$ cat src/rtl/dzcpu_useq.sv
// Microcode sequencer: steps a micro-PC through ucode flows, tracks the macro PC,
// handles micro-calls/returns, memory stalls and interrupt entry between flows.
module dzcpu_useq #(
    parameter int                 UADDR_W     = 8,
    parameter int                 UOP_W       = 12,
    parameter int                 PC_W        = 16,
    parameter int                 STACK_DEPTH = 4,
    parameter logic [UADDR_W-1:0] IRQ_FLOW    = 8'hF0
) (
    input  logic               iClock,
    input  logic               iReset,
    input  logic [UOP_W-1:0]   iUop,
    input  logic [UADDR_W-1:0] iFlowIdx,
    input  logic [UADDR_W-1:0] iCbFlowIdx,
    input  logic [7:0]         iFlags,
    input  logic               iMemBusy,
    input  logic               iIrq,
    input  logic               iPcLoad,
    input  logic [PC_W-1:0]    iPcData,
    output logic [UADDR_W-1:0] oUpc,
    output logic [PC_W-1:0]    oPc,
    output logic               oFlowEnable,
    output logic               oIrqAck,
    output logic               oStackErr
);

    localparam int IDX_W = $clog2(STACK_DEPTH);
    localparam int SP_W  = IDX_W + 1;

    localparam logic [3:0] CMD_JCB   = 4'hA;
    localparam logic [3:0] CMD_UCALL = 4'hB;
    localparam logic [3:0] CMD_URET  = 4'hC;
    localparam logic [3:0] CMD_EI    = 4'hD;
    localparam logic [3:0] CMD_DI    = 4'hE;

    typedef enum logic [2:0] {
        S_AFTER_RESET,
        S_START_FLOW,
        S_RUN_FLOW,
        S_WAIT_MEM,
        S_END_FLOW,
        S_IRQ_ENTRY
    } state_t;

    state_t               state_q, state_d;
    logic [UADDR_W-1:0]   upc_q, upc_d;
    logic [PC_W-1:0]      pc_q, pc_d;
    logic                 ime_q, ime_d;
    logic [SP_W-1:0]      sp_q, sp_d;
    logic                 err_q, err_d;
    logic [UADDR_W-1:0]   stack_q [STACK_DEPTH];
    logic [UADDR_W-1:0]   stack_d [STACK_DEPTH];

    logic                 uop_ipc;
    logic [2:0]           uop_end;
    logic [3:0]           uop_cmd;
    logic [3:0]           uop_opd;
    logic                 end_true;
    logic                 exec;
    logic                 redirect;
    logic [UADDR_W-1:0]   target;
    logic [UADDR_W-1:0]   upc_inc;
    logic [SP_W-1:0]      sp_dec;
    logic [7:0]           call_addr;
    logic                 unused_bits;

    assign uop_ipc   = iUop[11];
    assign uop_end   = iUop[10:8];
    assign uop_cmd   = iUop[7:4];
    assign uop_opd   = iUop[3:0];
    assign upc_inc   = upc_q + 1'b1;
    assign sp_dec    = sp_q - 1'b1;
    assign call_addr = {uop_opd, 4'b0000};
    assign unused_bits = ^{iUop, iFlags, sp_dec};

    // WAIT_MEM behaves like RUN_FLOW once the memory frees up, so the held uop runs immediately.
    assign exec = ((state_q == S_RUN_FLOW) || (state_q == S_WAIT_MEM)) && !iMemBusy;

    always_comb begin
        end_true = 1'b0;
        case (uop_end)
            3'b100:  end_true = 1'b1;
            3'b101:  end_true = iFlags[7];
            3'b110:  end_true = !iFlags[7];
            3'b111:  end_true = iFlags[4];
            default: end_true = 1'b0;
        endcase
    end

    always_comb begin
        state_d  = state_q;
        upc_d    = upc_q;
        pc_d     = pc_q;
        ime_d    = ime_q;
        sp_d     = sp_q;
        err_d    = err_q;
        stack_d  = stack_q;
        redirect = 1'b0;
        target   = upc_inc;

        case (state_q)
            S_AFTER_RESET: state_d = S_START_FLOW;
            S_START_FLOW: begin
                upc_d   = iFlowIdx;
                state_d = S_RUN_FLOW;
            end
            S_RUN_FLOW, S_WAIT_MEM: begin
                if (iMemBusy) begin
                    state_d = S_WAIT_MEM;
                end else begin
                    if (uop_ipc) pc_d = pc_q + 1'b1;
                    case (uop_cmd)
                        CMD_JCB: begin
                            redirect = 1'b1;
                            target   = iCbFlowIdx;
                        end
                        CMD_UCALL: begin
                            redirect = 1'b1;
                            target   = UADDR_W'(call_addr);
                            if (sp_q == SP_W'(STACK_DEPTH)) begin
                                err_d = 1'b1;
                            end else begin
                                stack_d[sp_q[IDX_W-1:0]] = upc_inc;
                                sp_d = sp_q + 1'b1;
                            end
                        end
                        CMD_URET: begin
                            redirect = 1'b1;
                            if (sp_q == '0) begin
                                err_d  = 1'b1;
                                target = '0;
                            end else begin
                                target = stack_q[sp_dec[IDX_W-1:0]];
                                sp_d   = sp_dec;
                            end
                        end
                        CMD_EI:  ime_d = 1'b1;
                        CMD_DI:  ime_d = 1'b0;
                        default: redirect = 1'b0;
                    endcase
                    // An ending uop keeps its stack/IME side effects but never redirects.
                    if (end_true) begin
                        state_d = S_END_FLOW;
                        upc_d   = upc_inc;
                    end else begin
                        state_d = S_RUN_FLOW;
                        upc_d   = redirect ? target : upc_inc;
                    end
                end
            end
            S_END_FLOW: state_d = (iIrq && ime_q) ? S_IRQ_ENTRY : S_START_FLOW;
            S_IRQ_ENTRY: begin
                ime_d   = 1'b0;
                sp_d    = '0;
                upc_d   = IRQ_FLOW;
                state_d = S_RUN_FLOW;
            end
            default: state_d = S_AFTER_RESET;
        endcase

        if (iPcLoad) pc_d = iPcData;
    end

    always_ff @(posedge iClock or negedge iReset) begin
        if (!iReset) begin
            state_q <= S_AFTER_RESET;
            upc_q   <= '0;
            pc_q    <= '0;
            ime_q   <= 1'b0;
            sp_q    <= '0;
            err_q   <= 1'b0;
        end else begin
            state_q <= state_d;
            upc_q   <= upc_d;
            pc_q    <= pc_d;
            ime_q   <= ime_d;
            sp_q    <= sp_d;
            err_q   <= err_d;
        end
    end

    generate
        for (genvar gi = 0; gi < STACK_DEPTH; gi++) begin : g_stack
            always_ff @(posedge iClock or negedge iReset) begin
                if (!iReset) stack_q[gi] <= '0;
                else         stack_q[gi] <= stack_d[gi];
            end
        end
    endgenerate

    assign oUpc        = upc_q;
    assign oPc         = pc_q;
    assign oFlowEnable = exec;
    assign oIrqAck     = (state_q == S_IRQ_ENTRY);
    assign oStackErr   = err_q;

endmodule

$ cat config.mk
export PLATFORM = sky130hd
export DESIGN_NAME = dzcpu_useq
export DESIGN_NICKNAME = d
export VERILOG_FILES = /design/src/rtl/dzcpu_useq.sv
export SDC_FILE = /design/constraint.sdc
export NUM_CORES = 1
export LEC_CHECK = 0
export ABC_AREA = 1
export ABC_CLOCK_PERIOD_IN_PS = 2100
export CORE_MARGIN = 5
export CORE_UTILIZATION = 50
export CTS_BUF_LIST = sky130_fd_sc_hd__clkbuf_2 sky130_fd_sc_hd__clkbuf_4 sky130_fd_sc_hd__clkbuf_8
export CTS_CLUSTER_DIAMETER = 100
export DETAILED_ROUTE_END_ITERATION = 10
export PLACE_DENSITY = 0.88
export SKIP_LAST_GASP = 1
export SLEW_MARGIN = 20
export SYNTH_ARGS = -nofsm -noshare
export SYNTH_HDL_FRONTEND = slang
export SYNTH_SLANG_ARGS = --single-unit
$ cat constraint.sdc
create_clock -name iClock -period 2.1 [get_ports iClock]
set_input_delay 0.21 -clock iClock [delete_from_list [all_inputs] [get_ports iClock]]
set_output_delay 0.21 -clock iClock [all_outputs]
set_load 0.005 [all_outputs]
Word level (Yosys, flattened, before mapping)
Cells that the tools add are included.

storage, ports and cells
  flip-flop bits (word level) = 64
  input bits = 57
  logic and storage cells = 101

cells by class
  add/sub/neg operators = 4
  order comparisons = 3
  eq/ne operators = 23
  muxes and demuxes = 35
  bitwise logic cells = 4
  reductions and logical operators = 22

operator list
  cell                   number
  $mux 16                4
  $mux 8                 7
  $pmux 8 s3             2
  $bwmux 32              1
  $eq 3x3->1 const B     7
  $eq 4x4->1 const B     5
  $mux 3                 6
  $add 16x1->16 const B  1
  $bmux 8 s2             1
  $demux 8 s2            1
  $pmux 3 s2             2
  $pmux 3 s4             1
  $reduce_and 5->1       2
  $add 8x1->8 const B    1
  $reduce_bool 2->1      4
  $eq 3x2->1 const B     2
  $ge 3x3->1 const B     2
  $logic_not 3->1        2
  $mux 1                 6
  $ne 2x2->1 const B     3
  $ne 3x1->1 const B     2
  $ne 3x3->1 const B     2
  $not 2->3              2
  $pmux 1 s2             3
  16 further kinds       22

Longest topological paths before layout
Gate-level depths: netlist of the first run.

  depth in word-level cells = 11
  depth in mapped cells = 12
  depth with buffers taken out = 11

Least setup slack after synthesis of the first run
No wires, ideal clock.

  path kind = flip-flop to flip-flop
  start point = register sp_q[0]
  end point = register upc_q[0], in the netlist oUpc[0]
  arrival time = 1.815 ns
  data required time = 2.023 ns
  slack = 0.207 ns
  stages on the path, launching flop included = 13
  buffers on the path = 2
  period minus slack after synthesis = 1.893 ns
  cell sequence = dfrtp_1 -> buf_2 -> clkinv_1 -> ha_1 -> buf_2 -> inv_1 -> nor2_1 -> o21ai_0 -> nand2_1 -> nand2_1 -> nand3_1 -> nand2_1 -> a21oi_1

on the way
  cells in the longest elaborated chain, start to end = 11

RTL lines
  element                                     line  source
  from (decl)                                 49    logic [SP_W-1:0] sp_q, sp_d;
  from (signal assigned)                      177   sp_q <= sp_d;
  $sub 3x1->3                                 72    assign sp_dec = sp_q - 1'b1;
  $not 2->3 (implied by the code)             133   target = stack_q[sp_dec[IDX_W-1:0]];
  $bmux 8 s2                                  133
  $mux 8 (implied by the code) (2 in series)  133
  $mux 8 (*)                                  129   if (sp_q == '0) begin
  $pmux 8 s3 (*)                              112   case (uop_cmd)
  $mux 8 (*)                                  147   upc_d = redirect ? target : upc_inc;
  $mux 8 (*)                                  142   if (end_true) begin
  $mux 8 (*)                                  108   if (iMemBusy) begin
  $pmux 8 s3 (*)                              101   case (state_q)
  to (signal assigned)                        174   upc_q <= upc_d;
  to (decl)                                   46    logic [UADDR_W-1:0] upc_q, upc_d;

Every way passes the cells marked *; elsewhere a longest branch is shown, timed or not. The select of a mux whose other input is x is not followed.
A chain may end at the register's enable or synchronous reset.

Worst setup path after layout of the first run
  start point = register state_q[2]
  end point = output oFlowEnable

on the way
  cells in the longest elaborated chain, start to end = 3

RTL lines
  element                 line  source
  from (decl)             45    state_t state_q, state_d;
  from (signal assigned)  173   state_q <= state_d;
  $eq 3x2->1              77    assign exec = ((state_q == S_RUN_FLOW) || (state_q == S_WAIT_MEM)) && !iMemBusy;
  $logic_or 1x1->1 (*)    77
  $logic_and 1x1->1 (*)   77
  to (decl)               22    output logic oFlowEnable,

Every way passes the cells marked *; elsewhere a longest branch is shown, timed or not.

==> results of run 1 <==
==> worst max-delay path: cells and delay by family, from the launching register on <==
| family | cells | cell delay (ps) |
|---|---|---|
| DFF | 1 | 420 |
| and+or+nand+nor | 2 | 350 |
| buffers and inverters | 2 | 600 |
==> worst min-delay path by stage <==
stage / from / to / slack, ps / cells past startpoint
3_5_place_dp: iReset / stack_q[31] / 200 / 1
4_1_cts: iReset / oStackErr / 370 / 2
2_1_floorplan: iReset / ime_q / -90 / 0
5_1_grt: iReset / stack_q[31] / 410 / 2
3_3_place_gp: iReset / stack_q[15] / 200 / 1
6_report: iReset / stack_q[7] / 360 / 2
==> sequential cells by signal (all words and copies together) (netlist names) <==
| signal | flops |
|---|---|
| state_q | 3 |
| ime_q | 1 |
| oUpc | 8 |
| oPc | 16 |
| oStackErr | 1 |
| stack_q | 32 |
| sp_q | 3 |
==> cells by family after synthesis <==
kind of cell / Yosys count / share of synthesized area (%)
AOI/OAI and AO/OA: 98 / 14.0
xor gates and xnor gates: 8 / 1.80
and+or+nand+nor: 287 / 32.3
buffers and inverters: 73 / 8.49
DFF: 64 / 41.2
adders and majority gates: 7 / 2.25
==> timing repair <==
item / 4_1_cts / 5_1_grt
resized for setup: 0 / 0
hold buffers: 1 / 0
setup endpoints to repair: 0 / 0
endpoints found under the hold margin: 20 / 0
==> where the power goes <==
part	switching [W]	leakage [nW]	internal, W
Combinational	0.00161	1.47	0.00115
Sequential	0.000364	0.796	0.00167
Clock	0.000477	0.109	0.000712
==> per-stage QoR <==
| step | utilization, % | std cells | total power [W] |
|---|---|---|---|
| global placement | 62.5 | 715 | 0.00467 |
| floorplan | - | 537 | 0.00379 |
| global route | 65.6 | 732 | 0.00648 |
| detailed placement | 62.5 | 715 | 0.00478 |
| CTS | 65.6 | 732 | 0.00599 |
| finish | 65.6 | 732 | 0.00599 |
==> final cells by class <==
type | count | area [sq um]
Fill cell | 636 | 2630
Multi-Input combinational cell | 400 | 1960
Sequential cell | 64 | 1600
Timing Repair Buffer | 93 | 888
Inverter | 57 | 216
Clock buffer | 11 | 145
Tap cell | 102 | 128
Clock inverter | 5 | 80.1
==> per-layer routing <==
metal / wire, microns / global-route usage [%] / vias up / part of all wire (%)
li1: - / - / 1931 / -
met1: 4370 / 27.4 / 1776 / 42
met2: 5010 / 38.1 / 134 / 48
met3: 806 / 6.21 / 27 / 7.7
met4: 243 / 8.19 / 0 / 2.3
met5: 0 / 0 / - / 0
==> Yosys cell counts, drive strengths merged, types with 2 or more instances <==
cell | count | area (sq um)
inv | 56 | 213
a31oi | 5 | 31.3
nand4 | 3 | 18.8
buf | 16 | 114
nor3 | 6 | 30.0
or2 | 6 | 37.5
nand2 | 155 | 607
a211oi | 4 | 30.0
xnor2 | 2 | 17.5
xor2 | 6 | 52.6
o22ai | 4 | 25.0
ha | 7 | 87.6
o211ai | 2 | 20.0
nand3 | 53 | 270
o21ai | 49 | 249
a21oi | 29 | 145
dfrtp | 64 | 1600
nor2 | 62 | 279
==> metrics.txt, run 1 <==
status=completed; final setup margin=185 ps; R2R setup slack=380 ps; GRT overflow=0; crit path capture type=primary output; RR Startpoint=sp_q[1]; die height=98.2 microns; Final setup violation count=0; Yosys reg bits=64; Power Density=between 1000 and 1500 nW/um^2; crit path to=oFlowEnable; nets=689; routed len/inst=~14 microns; H-tree levels=3; fmax=approximately 520 MHz; Max clock buf depth=2; global-route wire length before repair=17800 microns; DP Area=4780 sq um; Post-Synthesis Cells=537; vias per inst=5.28; Clk Latency, worst-skew pair=340 ps; crit path DAT=1710 ps; CTS sink cnt=64; min Tclk post-route=between 1500 and 2000 ps; post-route ant nets=0; HP Class=input port to async pin; worst setup path start=state_q[2]; fraction of registers with async set/reset=100%; Setup Total Neg Slack=0 ps; detailed-placement wirelength estimate=7880 microns; Tightest Pin Transition=~540 ps; largest net degree at the start of global routing=30; RD Place Congestion=0.931; Slowest-stage cell, CP=clkdlybuf4s50_1; WHS=361 ps; Total GRT Usage=between 20% and 30%; dpl ws=roughly 220 ps; final WL=about 10000 microns; Die ar.=approximately 9600 sq um; largest stage delay on the critical path=500 ps; RSZ-0062 raised after global routing=no; Synth warnings=0; post-synthesis sequential area ratio=between 40% and 50%; vias in the first global route=3883; Post-synth EDFFs=0; Rel. slew slack=64.2%; ratio of final minimum period to clock period=91.2%; # Post-CTS Setup Buffers=0; maximum vdd drop=between 0.0005 and 0.0006 V; Post-synth top flop=dfrtp_1; max-cap violation count=0; syn_area_per_cell=7.24 sq um; routed via count=3868; number of port buffers=77; Area Growth Syn to Fin=29.0%; syn nets=601; CP Cell Sequence=nor2_4, nand2_4, inv_1, clkdlybuf4s50_1; Pins Over Slew Limit=0; CP required=1890 ps; Worst Path Max Fanout=7; post-route cell area=5020 sq um; clk slew on worst S/H paths=70 ps; number of placement rows=32; Post-Syn Area=a little under 4000 sq um; cts bufs inserted=9; n_diodes=0; area of the core=about 7600 sq um; I/O pin cnt=84; Hold Vio Cnt, Final=0; worst reg2reg path depth=8; layout cell share with drive strength beyond 1=9.37%; 1st-iter DRT viols=276; synth unique cells=40; clock skew=10.0 ps; CTS tree=built; LEAKAGE=2.37 nW; Initial Util=50.9%; drt pass-1 iters=5; initial antenna violation count=0; DR DRC count=0; most common cell after layout, fill and taps aside=nand2_1; Crit Reg-Reg Endpoint=stack_q[7]; Startpoint Class=flip-flop; die width=98.2 microns; commonest cells after routing, fill and taps aside=nand2_1, clkdlybuf4s50_1, dfrtp_1, nor2_1, inv_1; Crit Path Class=flip-flop to primary output; Root Buffer Master=clkbuf_8
Note: power is estimated with default switching activity, not from simulation.
==> run 2: changes to the inputs <==
--- a/config.mk
+++ b/config.mk
@@ -10,7 +10,7 @@
 export CORE_MARGIN = 5
 export CORE_UTILIZATION = 50
 export CTS_BUF_LIST = sky130_fd_sc_hd__clkbuf_2 sky130_fd_sc_hd__clkbuf_4 sky130_fd_sc_hd__clkbuf_8
-export CTS_CLUSTER_DIAMETER = 100
+export CTS_CLUSTER_DIAMETER = 40
 export DETAILED_ROUTE_END_ITERATION = 10
 export PLACE_DENSITY = 0.88
 export SKIP_LAST_GASP = 1
==> results of run 2 <==
Final layout, timing and power as in run 1 (identical DEF).
==> run 3: changes to the inputs <==
--- a/config.mk
+++ b/config.mk
@@ -12,6 +12,7 @@
 export CTS_BUF_LIST = sky130_fd_sc_hd__clkbuf_2 sky130_fd_sc_hd__clkbuf_4 sky130_fd_sc_hd__clkbuf_8
 export CTS_CLUSTER_DIAMETER = 40
 export DETAILED_ROUTE_END_ITERATION = 10
+export MAX_ROUTING_LAYER = met4
 export PLACE_DENSITY = 0.88
 export SKIP_LAST_GASP = 1
 export SLEW_MARGIN = 20
==> metrics.txt, run 3 (synthesis results as in run 1) <==
status=completed (unchanged); R2R setup slack=380 ps (about the same); Setup Total Neg Slack=0 ps (unchanged); commonest cells after routing, fill and taps aside=nand2_1, clkdlybuf4s50_1, dfrtp_1, nor2_1, inv_1 (unchanged); # fillers=628 (was 636); CTS tree=built (unchanged); CP required=1890 ps (about the same); crit path to=oFlowEnable (unchanged); post-route ant nets=0 (unchanged); number of port buffers=77 (unchanged); Hold Vio Cnt, Final=0 (unchanged); multi-input logic area=1960 sq um (unchanged); HP Class=input port to async pin (unchanged); Total GRT Usage=23.3% (was 22.5%); max reg flops=32 (unchanged); Met2 Wirelength=5090 microns (was 5010 microns); min Tclk post-route=1930 ps (was 1920 ps); Startpoint Class=flip-flop (unchanged); Worst Path Max Fanout=7 (unchanged); DR DRC count=0 (unchanged); die width=98.2 microns (unchanged); die height=98.2 microns (unchanged); 1st-iter DRT viols=291 (was 276); final WL=10600 microns (was 10400 microns); global-route wire length before repair=18000 microns (was 17800 microns); largest net degree at the start of global routing=38 (was 30); Power Density=1190 nW/um^2 (about the same); clk slew on worst S/H paths=70 ps (about the same); maximum vdd drop=0.000575 V (was 0.000536 V); H-tree levels=3 (unchanged); worst setup path start=state_q[2] (unchanged); drt pass-1 iters=4 (was 5); Slowest-stage cell, CP=clkdlybuf4s50_1 (unchanged); detailed-placement wirelength estimate=7930 microns (was 7880 microns); RR Startpoint=sp_q[1] (unchanged); RSZ-0062 raised after global routing=no (unchanged); CTS sink cnt=64 (unchanged); n_diodes=0 (unchanged); vias per inst=5.32 (was 5.28); routed via count=3888 (was 3868); Clk Latency, worst-skew pair=340 ps (about the same); Final setup violation count=0 (unchanged); clock skew=7.42 ps (was 10.0 ps); Die ar.=9640 sq um (unchanged); ratio of final minimum period to clock period=91.7% (was 91.2%); Stages on worst setup path=4 (unchanged); Rel. slew slack=56.6% (was 64.2%); Crit Path Class=flip-flop to primary output (unchanged); Tightest Pin Transition=652 ps (was 536 ps); RD Place Congestion=0.932 (was 0.931); fmax=519 MHz (was 522 MHz); CP bufs+invs=2 (unchanged); initial antenna violation count=0 (unchanged); largest stage delay on the critical path=500 ps (about the same); Pins Over Slew Limit=0 (unchanged); Root Buffer Master=clkbuf_8 (unchanged); layout cell share with drive strength beyond 1=9.22% (was 9.37%); met3 WL=805 microns (was 806 microns); LEAKAGE=2.37 nW (about the same); number of placement rows=32 (unchanged); Post-Route M1 WL=4460 microns (was 4370 microns); CP Cell Sequence=nor2_4, nand2_4, inv_1, clkdlybuf4s50_1 (unchanged); area of the core=7650 sq um (unchanged); Biggest register=stack_q (unchanged); GRT overflow=0 (unchanged); crit path capture type=primary output (unchanged); nets=688 (was 689); Initial Util=50.9% (unchanged); worst reg2reg path depth=8 (unchanged); most common cell after layout, fill and taps aside=nand2_1 (unchanged); crit path DAT=1720 ps (was 1710 ps); # Post-CTS Setup Buffers=0 (unchanged); cts bufs inserted=9 (unchanged); routed len/inst=14.5 microns (was 14.2 microns); Finished Core Util=65.4% (was 65.6%); Crit Reg-Reg Endpoint=stack_q[15] (was stack_q[7]); Max clock buf depth=2 (unchanged); storage element area=1600 sq um (unchanged); vias in the first global route=3892 (was 3883); max-cap violation count=0 (unchanged); I/O pin cnt=84 (unchanged); Top Family by Delay on Critical Path=buffers and inverters (unchanged); top sig layer=met4 (unchanged); Area Growth Syn to Fin=28.6% (was 29.0%)
-- run 3: cell count changes in the layout (fill, tap and decap cells not counted), sizes merged --
cell / previous run / this run
clkinv: 2 / 3
clkinvlp: 2 / 0
clkbuf: 11 / 13
buf: 16 / 15
bufinv: 2 / 1
-- run 3: worst min-delay path by stage --
| stage | from | end | slack, ps | cells past startpoint |
|---|---|---|---|---|
| after global routing | iPcData[0] | oPc[0] | 440 | 3 |
| after global placement | iReset | stack_q[7] | 270 | 1 |
| after CTS | iPcData[0] | oPc[0] | 440 | 3 |
| after detailed placement | iReset | stack_q[15] | 280 | 1 |
| after floorplan | iReset | ime_q | -90 | 0 |
| final | iReset | stack_q[31] | 430 | 2 |
-- run 3: layout make-up --
type	count	share of cell area (%)
Multi-Input combinational cell	400	39.1
Sequential cell	64	32.0
Timing Repair Buffer	92	17.9
Inverter	57	4.33
Clock buffer	13	3.33
Tap cell	102	2.55
Clock inverter	3	0.800
-- run 3: per-stage QoR --
stage                     total power [W]  instance area, sq um  worst slack [ps]  hold slack, ps  std cells
after global placement            0.00467                  4790               270             268        714
after floorplan                   0.00379                  3890               207           -85.6        537
final                             0.00593                  5000               174             428        731
after detailed placement          0.00480                  4790               168             277        714
after global routing              0.00641                  5000              88.6             441        731
after CTS                         0.00592                  5000               170             442        731
-- run 3: routing by layer --
layer | vias to the layer above | track usage [%]
li1 | 1926 | -
met1 | 1795 | 28.8
met2 | 143 | 37.4
met3 | 24 | 5.36
met4 | 0 | 8.72
met5 | - | -
-- run 3: where the power goes --
| part | total [W] | internal, W | switching (W) |
|---|---|---|---|
| clock | 0.00110 | 0.000636 | 0.000465 |
| combinational | 0.00278 | 0.00116 | 0.00162 |
| sequential | 0.00205 | 0.00168 | 0.000372 |
-- run 3: what timing repair did --
| action | 4_1_cts | 5_1_grt |
|---|---|---|
| hold buffers | 1 | 0 |
| resized for setup | 0 | 0 |
| setup endpoints to repair | 0 | 0 |
| hold endpoints to repair | 27 | 0 |
-- run 3: worst reg2reg max path, cell delays in order (launching register included) --
cell     delay (ps)
dfrtp_1         400
inv_1           100
ha_1            240
nand2_1         100
nand3_2         100
nor2_4          180
nand2_2         250
nand2_1         140
o21ai_0          90
